==> src/rtl/mips_multicycle_ctrl.sv <==
// Multicycle sequencing FSM for the 16-bit, 4-register MIPS CPU.
// Sequence: IDLE -> FETCH (imem req/ack) -> DECODE -> EXECUTE -> WRITEBACK -> FETCH/IDLE.
// HALT returns to IDLE with a sticky flag; illegal opcodes and fetch timeouts park in TRAP
// until reset. All outputs are registered except ir_write/pc_write, which follow imem_ack
// combinationally while fetching.
module mips_multicycle_ctrl #(
    parameter int unsigned IMEM_TIMEOUT = 15,
    parameter int unsigned CNT_WIDTH    = 16
) (
    input  logic                 clock,
    input  logic                 reset_n,
    input  logic                 run,
    input  logic                 imem_ack,
    input  logic [15:0]          ir_in,
    output logic                 imem_req,
    output logic                 pc_write,
    output logic                 ir_write,
    output logic                 ab_write,
    output logic                 out_write,
    output logic                 reg_write,
    output logic                 reg_dst,
    output logic                 alu_src,
    output logic [2:0]           alu_ctl,
    output logic                 busy,
    output logic                 halted,
    output logic                 trap,
    output logic [1:0]           trap_cause,
    output logic [CNT_WIDTH-1:0] retired
);

    localparam int unsigned WaitW = $clog2(IMEM_TIMEOUT + 1);

    localparam logic [2:0] AluAnd = 3'b000;
    localparam logic [2:0] AluOr  = 3'b001;
    localparam logic [2:0] AluAdd = 3'b010;
    localparam logic [2:0] AluSub = 3'b110;
    localparam logic [2:0] AluSlt = 3'b111;

    typedef enum logic [2:0] {
        StIdle,
        StFetch,
        StDecode,
        StExecute,
        StWriteback,
        StTrap
    } state_e;

    state_e           state;
    logic [3:0]       opcode;
    logic [WaitW-1:0] wait_cnt;

    logic             dec_legal;
    logic             dec_halt;
    logic             dec_rtype;
    logic [2:0]       dec_ctl;

    // Only the opcode field matters to the controller; operand fields go to the datapath.
    logic unused_ir;
    assign unused_ir = ^ir_in[11:0];

    // imem_req is high exactly while in FETCH, so it gates the Mealy IR/PC strobes.
    assign ir_write = imem_req & imem_ack;
    assign pc_write = imem_req & imem_ack;

    // Opcode decode from the latched IR opcode.
    always_comb begin
        dec_legal = 1'b0;
        dec_halt  = 1'b0;
        dec_rtype = 1'b0;
        dec_ctl   = AluAnd;
        case (opcode)
            4'h0: begin dec_legal = 1'b1; dec_rtype = 1'b1; dec_ctl = AluAdd; end
            4'h1: begin dec_legal = 1'b1; dec_rtype = 1'b1; dec_ctl = AluSub; end
            4'h2: begin dec_legal = 1'b1; dec_rtype = 1'b1; dec_ctl = AluAnd; end
            4'h3: begin dec_legal = 1'b1; dec_rtype = 1'b1; dec_ctl = AluOr;  end
            4'h7: begin dec_legal = 1'b1; dec_rtype = 1'b1; dec_ctl = AluSlt; end
            4'h4: begin dec_legal = 1'b1; dec_rtype = 1'b0; dec_ctl = AluAdd; end
            4'hF: dec_halt = 1'b1;
            default: ;
        endcase
    end

    // State sequencing with registered outputs set on entry to each state.
    always_ff @(posedge clock or negedge reset_n) begin
        if (!reset_n) begin
            state      <= StIdle;
            opcode     <= 4'h0;
            wait_cnt   <= '0;
            imem_req   <= 1'b0;
            ab_write   <= 1'b0;
            out_write  <= 1'b0;
            reg_write  <= 1'b0;
            reg_dst    <= 1'b0;
            alu_src    <= 1'b0;
            alu_ctl    <= 3'b000;
            busy       <= 1'b0;
            halted     <= 1'b0;
            trap       <= 1'b0;
            trap_cause <= 2'b00;
            retired    <= '0;
        end else begin
            // Strobes are single-cycle pulses unless re-asserted below.
            ab_write  <= 1'b0;
            out_write <= 1'b0;
            reg_write <= 1'b0;
            case (state)
                StIdle: begin
                    if (run) begin
                        state    <= StFetch;
                        halted   <= 1'b0;
                        imem_req <= 1'b1;
                        busy     <= 1'b1;
                    end
                end
                StFetch: begin
                    // An ack on the last allowed cycle takes priority over the timeout.
                    if (imem_ack) begin
                        state    <= StDecode;
                        opcode   <= ir_in[15:12];
                        imem_req <= 1'b0;
                        ab_write <= 1'b1;
                        wait_cnt <= '0;
                    end else if (wait_cnt == WaitW'(IMEM_TIMEOUT)) begin
                        state      <= StTrap;
                        imem_req   <= 1'b0;
                        busy       <= 1'b0;
                        trap       <= 1'b1;
                        trap_cause <= 2'b10;
                        wait_cnt   <= '0;
                    end else begin
                        wait_cnt <= wait_cnt + WaitW'(1);
                    end
                end
                StDecode: begin
                    if (dec_legal) begin
                        state     <= StExecute;
                        out_write <= 1'b1;
                        reg_dst   <= dec_rtype;
                        alu_src   <= ~dec_rtype;
                        alu_ctl   <= dec_ctl;
                    end else if (dec_halt) begin
                        state  <= StIdle;
                        halted <= 1'b1;
                        busy   <= 1'b0;
                    end else begin
                        state      <= StTrap;
                        trap       <= 1'b1;
                        trap_cause <= 2'b01;
                        busy       <= 1'b0;
                    end
                end
                StExecute: begin
                    state     <= StWriteback;
                    reg_write <= 1'b1;
                end
                StWriteback: begin
                    retired <= retired + CNT_WIDTH'(1);
                    reg_dst <= 1'b0;
                    alu_src <= 1'b0;
                    alu_ctl <= 3'b000;
                    if (run) begin
                        state    <= StFetch;
                        imem_req <= 1'b1;
                    end else begin
                        state <= StIdle;
                        busy  <= 1'b0;
                    end
                end
                StTrap: ;
                default: begin
                    state    <= StIdle;
                    imem_req <= 1'b0;
                    busy     <= 1'b0;
                end
            endcase
        end
    end

endmodule

==> config.mk <==
export PLATFORM = sky130hd
export DESIGN_NAME = mips_multicycle_ctrl
export DESIGN_NICKNAME = d
export VERILOG_FILES = /design/src/rtl/mips_multicycle_ctrl.sv
export SDC_FILE = /design/constraint.sdc
export NUM_CORES = 1
export LEC_CHECK = 0
export ABC_AREA = 1
export BUFFER_PORTS_ARGS = -buffer_cell sky130_fd_sc_hd__buf_2
export CORE_UTILIZATION = 48
export DETAILED_ROUTE_END_ITERATION = 8
export PLACE_DENSITY = 0.73
export SETUP_SLACK_MARGIN = 0.1
export SYNTH_ARGS = -nofsm -noshare
export SYNTH_HDL_FRONTEND = slang
export SYNTH_SLANG_ARGS = --single-unit
==> constraint.sdc <==
create_clock -name clock -period 1.6 [get_ports clock]
set_input_delay 0.32 -clock clock [delete_from_list [all_inputs] [get_ports clock]]
set_output_delay 0.32 -clock clock [all_outputs]
set_load 0.02 [all_outputs]
### Yosys cells after proc, flatten, opt, wreduce, memory -nomap -nowiden

Index checks and enable logic that the tools add are counted.

* logic and storage cells: 108
* register bits after elaboration: 41
* output and inout port bits: 32

* reduce and logical (&&, ||, !) cells: 18
* bitwise logic cells: 5
* $add $sub $neg: 2
* mux-type cells: 46
* equal/unequal tests: 22

Operators with widths (count)
* $mux 1: 24
* $mux 3: 6
* $pmux 3 s6: 1
* $add 16x1->16 const B: 1
* $ne 2x2->1 const B: 8
* $pmux 3 s4: 1
* $eq 4x2->1 const B: 2
* $eq 4x3->1 const B: 2
* $eq 4x4->1 const B: 2
* $mux 2: 4
* $mux 4: 2
* $pmux 1 s2: 4
* $eq 3x2->1 const B: 2
* $eq 3x3->1 const B: 2
* $pmux 3 s2: 1
* $reduce_and 3->1: 2
* $reduce_and 6->1: 1
* $reduce_bool 2->1: 3
* $reduce_or 2->1: 3
* $reduce_or 6->1: 1
* $pmux 1 s5: 1
* $reduce_and 5->1: 1
* $reduce_or 5->1: 1
* $add 4x1->4 const B: 1
* 13 further kinds: 17

### Logic depth before layout (Yosys ltp)

* depth in word-level cells: 6
* mapped depth: 8
* gate-level depth less buffers: 8

### Worst setup path after synthesis

No wires, ideal clock.

* path kind: register to register
* start point: reg retired[0]
* end point: reg retired[14]
* cell stages (with the launch flop): 6
* period minus slack after synthesis: 1405 ps
* data required time: 1477 ps
* setup slack: 195 ps
* path buffers: 0
* arrival: 1282 ps
* path through: dfrtp_1 > ha_1 > inv_1 > nor3_4 > nand3_1 > xor2_1

* longest elaborated chain between the ends: 1

Ends and longest elaborated chain
* start: declaration: line 28 `output logic [CNT_WIDTH-1:0] retired`
* start signal: assignment: line 157 `retired <= retired + CNT_WIDTH'(1);`
* $add 16x1->16: line 157

Every way passes these cells.
A chain may end at the register's enable or synchronous reset.

### Worst setup path after layout

* start point: reg state[1]
* end point: reg retired[12]

* longest elaborated chain between the ends: 1

Ends and longest elaborated chain
* start: declaration: line 48 `state_e state;`
* start signal: assignment: line 86 `state <= StIdle;`
* start signal: assignment: line 109 `state <= StFetch;`
* start signal: assignment: line 118 `state <= StDecode;`
* $eq 3x3->1: line 106 `case (state)`

Every way passes these cells.

==> flow_summary.ini <==
[synthesis]
syn_avg_cell_area_sq_um = 8.188
ys_ff_latch = 41
yosys.cell_count.top_type = sky130_fd_sc_hd__nand2_1
synth_async_reset_ratio_pct = 100.0
netlist_top_cells_area = sky130_fd_sc_hd__dfrtp_1 (50%), sky130_fd_sc_hd__nand2_1 (14%), sky130_fd_sc_hd__nand3_1 (5.9%)
postSynthNetCount = 272
number_of_enable_type_register_cells_in_the_synthesized_netlist = 0
yosys_warnings = 0
synth_cell_types = 27
post_synth_instance_area_sq_um = 2047
synth_top_area_share_pct = 50.12
post_synth_inst_count = 250
yosys_most_used_dff = sky130_fd_sc_hd__dfrtp_1
synth_top_area_cell = sky130_fd_sc_hd__dfrtp_1
synth_sequential_area_ratio_pct = 50.12
ys_top_cells_by_count = sky130_fd_sc_hd__nand2_1 (77), sky130_fd_sc_hd__dfrtp_1 (41), sky130_fd_sc_hd__inv_1 (28)

[floorplanning]
die-height_microns = 67.31
top_level_ports = 52
fp.dieArea_sq_um = 4530
floorplan.die.width_microns = 67.31
fp.coreArea_sq_um = 4058
floorplan.rows = 23
start_util_pct = 50.45

[global_routing]
globalRoute.busiestLayer = met2
grtUsageMet3_pct = 5.068
antenna_found_initial = 0
groute.usage.overall_pct = 20.20
grt_pass1_vias = 1596
grtUsageMet1_pct = 25.22
gr-total-overflow = 0
grt_first_pass_wirelength_mm = 6.789
met2_usage_grt_pct = 33.75
largest_net_degree_at_the_start_of_global_routing = 20

[clock_network]
clock_tree.htree_level_count = 2
clock_latency_ns = 0.29
clock_transition_at_the_registers_of_the_reported_paths_ns = 0.08
cts_max_path_buffers = 2
clkSinkCount = 41
cts_tree = done
cts_inserted_buffers = 5
clockRootBuffer = sky130_fd_sc_hd__clkbuf_8

[timing]
period_utilization_post_route_pct = 88.62
finalWorstPathRequiredPeriod_ns = 1.418
timing_worst_slew_pin_value_ns = 0.4452
timing_hold_violations_final = 0
maxClockFrequency_mhz = 705.3
final.setup.tns_ns = 0
timing.final.max_slew_violations = 0
setup_repair_after_global_routing_missed_its_margin = true
relSlewSlack_pct = 70.32
fin_worst_skew_ns = 0.004694
final_critical_path_setup_slack_ns = 0.1821
timing.final.setup_violations = 0

[cells_and_area]
final.fill_count = 373
finish.instance_area_sq_um = 2479
drive_above_1_share_pct = 25.16
fin_nets = 327
multiInputGateArea_sq_um = 890.9
postLayoutCoreUtil_pct = 61.09
post_layout_nonfiller_instances = 356
synthToLayoutAreaGrowth_pct = 21.09
layout.area.seq_sq_um = 1030
n_antenna_cell = 0

[routing]
vias = 1721
dr.pass1.iters = 4
viasPerCell = 4.834
drt_drc_violations_left = 0
drtAntennaViolNets = 0
drt-total-wl_mm = 4.001
wl_per_cell_microns = 11.24
detailedRoute.firstIterationViolations = 69

[pwr]
clock_power_share_pct = 16.5
power.share.switching_pct = 42.83
power.density_cell_area_nw_per_um2 = 1588
vdd_drop_max_v = 0.0008524
comb_power_share_pct = 42.8
p_switching_mw = 1.685
p_int_mw = 2.250
leakagePower_nw = 1.400
register_share_of_total_power_pct = 40.7

[status]
status = completed

[placed_design]
io_buffers = 39
gp_routability_congestion = 0.9526
placedInstanceArea_sq_um = 2335
dpl_worst_slack_ns = 0.08383
cell_count_after_placement = 341
detailedPlacementHpwl_mm = 2.975

[critical_path]
worst_ep_required_time_ns = 1.79
timing.critical_path.fanout_max = 6
path_class = reg2reg
start_kind = flop
timing.critical_path.arrival_ns = 1.61
setup.worst_path.end_class = flop

[worst_hold_path]
hold_path_class = in2reg

[job]
max-cap-violations = 0
==> final cells by class <==
cell class / instances / area share [%]
timing repair buffer: 50 / 11.81
inverter: 32 / 4.846
sequential: 41 / 41.54
multi-input combinational: 175 / 35.94
clock buffer: 6 / 2.928
tap: 50 / 2.524
clock inverter: 2 / 0.4038
==> critical path, stage by stage (launching register included) <==
cell and delay, ns:
sky130_fd_sc_hd__dfrtp_2 0.47, sky130_fd_sc_hd__nor2_4 0.19, sky130_fd_sc_hd__nand2_4 0.09, sky130_fd_sc_hd__nor3_4 0.24, sky130_fd_sc_hd__buf_4 0.17, sky130_fd_sc_hd__nand2_1 0.04, sky130_fd_sc_hd__nand2_1 0.06, sky130_fd_sc_hd__nand2_1 0.04
==> registers in the layout (all words and copies together), names as in the netlist <==
name and count:
ab_write 1, imem_req 1, reg_dst 1, halted 1
trap 1, reg_write 1, state 3, trap_cause 2
opcode 4, alu_src 1, out_write 1, retired 16
alu_ctl 3, busy 1, wait_cnt 4
==> logic make-up (layout without fill, tap and decap cells) <==
kind of cell / count (synthesis) / count (layout) / synth area share (%)
flip-flops: 41 / 41 / 50.12
buffers and inverters: 34 / 90 / 6.479
AND/OR/NAND/NOR: 139 / 139 / 30.93
adder cells (fa/ha/maj): 2 / 2 / 1.222
XOR/XNOR: 13 / 13 / 5.562
AO/OA/AOI/OAI: 21 / 21 / 5.685
==> timing repair <==
item	in CTS	in global routing
hold buffers	1	0
setup endpoints to repair	3	9
buffers inserted	1	5
resized for setup	2	2
endpoints found under the hold margin	17	0
pin swaps	2	4
==> placed cells by master, fill, tap and decap left out, types with 3 or more instances in the layout <==
cell type	count
sky130_fd_sc_hd__xnor2_1	4
sky130_fd_sc_hd__inv_2	4
sky130_fd_sc_hd__xor2_1	9
sky130_fd_sc_hd__nand2_1	77
sky130_fd_sc_hd__nand2_2	5
sky130_fd_sc_hd__dfrtp_2	3
sky130_fd_sc_hd__dfrtp_1	38
sky130_fd_sc_hd__nand3b_1	3
sky130_fd_sc_hd__nor2_1	19
sky130_fd_sc_hd__buf_2	39
sky130_fd_sc_hd__inv_1	28
sky130_fd_sc_hd__nor2_4	3
sky130_fd_sc_hd__buf_4	9
sky130_fd_sc_hd__a21oi_1	3
sky130_fd_sc_hd__nand3_1	24
sky130_fd_sc_hd__clkbuf_8	5
sky130_fd_sc_hd__o21ai_0	13
==> through the flow <==
step	hold WS (ns)	total power, mW
2_1_floorplan	0.02441	2.757
3_3_place_gp	0.2914	3.177
3_5_place_dp	0.2914	3.226
4_1_cts	0.2146	3.904
5_1_grt	0.2129	4.273
6_report	0.2212	3.935
==> path summary, 6_finish.rpt <==
path	start	end	slack, ns	cells after the start
min in group asynchronous	reset_n	retired[12]	0.51	2
setup / recovery	state[1]	retired[12]	0.18	7
max in group asynchronous	reset_n	opcode[1]	0.59	3
hold reg to reg	trap_cause[0]	trap_cause[0]	0.47	2
setup reg to reg	state[1]	retired[12]	0.18	7
hold / removal	ir_in[12]	opcode[0]	0.22	3
==> power by group through the flow <==
stage                     clock [mW]  sequential, mW  combinational [mW]
after global placement             0            1.61                1.57
after detailed placement           0            1.61                1.61
after floorplan                    0            1.79               0.966
final                          0.651            1.60                1.68
after global routing           0.729            1.64                1.90
after CTS                      0.680            1.60                1.62
==> metal layers <==
layer / vias up / share of wire (%) / wire length (microns)
met4: 0 / 0.97 / 39
met3: 4 / 4.2 / 167
met1: 785 / 48 / 1915
met2: 37 / 47 / 1879
met5: - / 0 / 0
li1: 895 / - / -
Note: power is estimated with default switching activity, not from simulation.
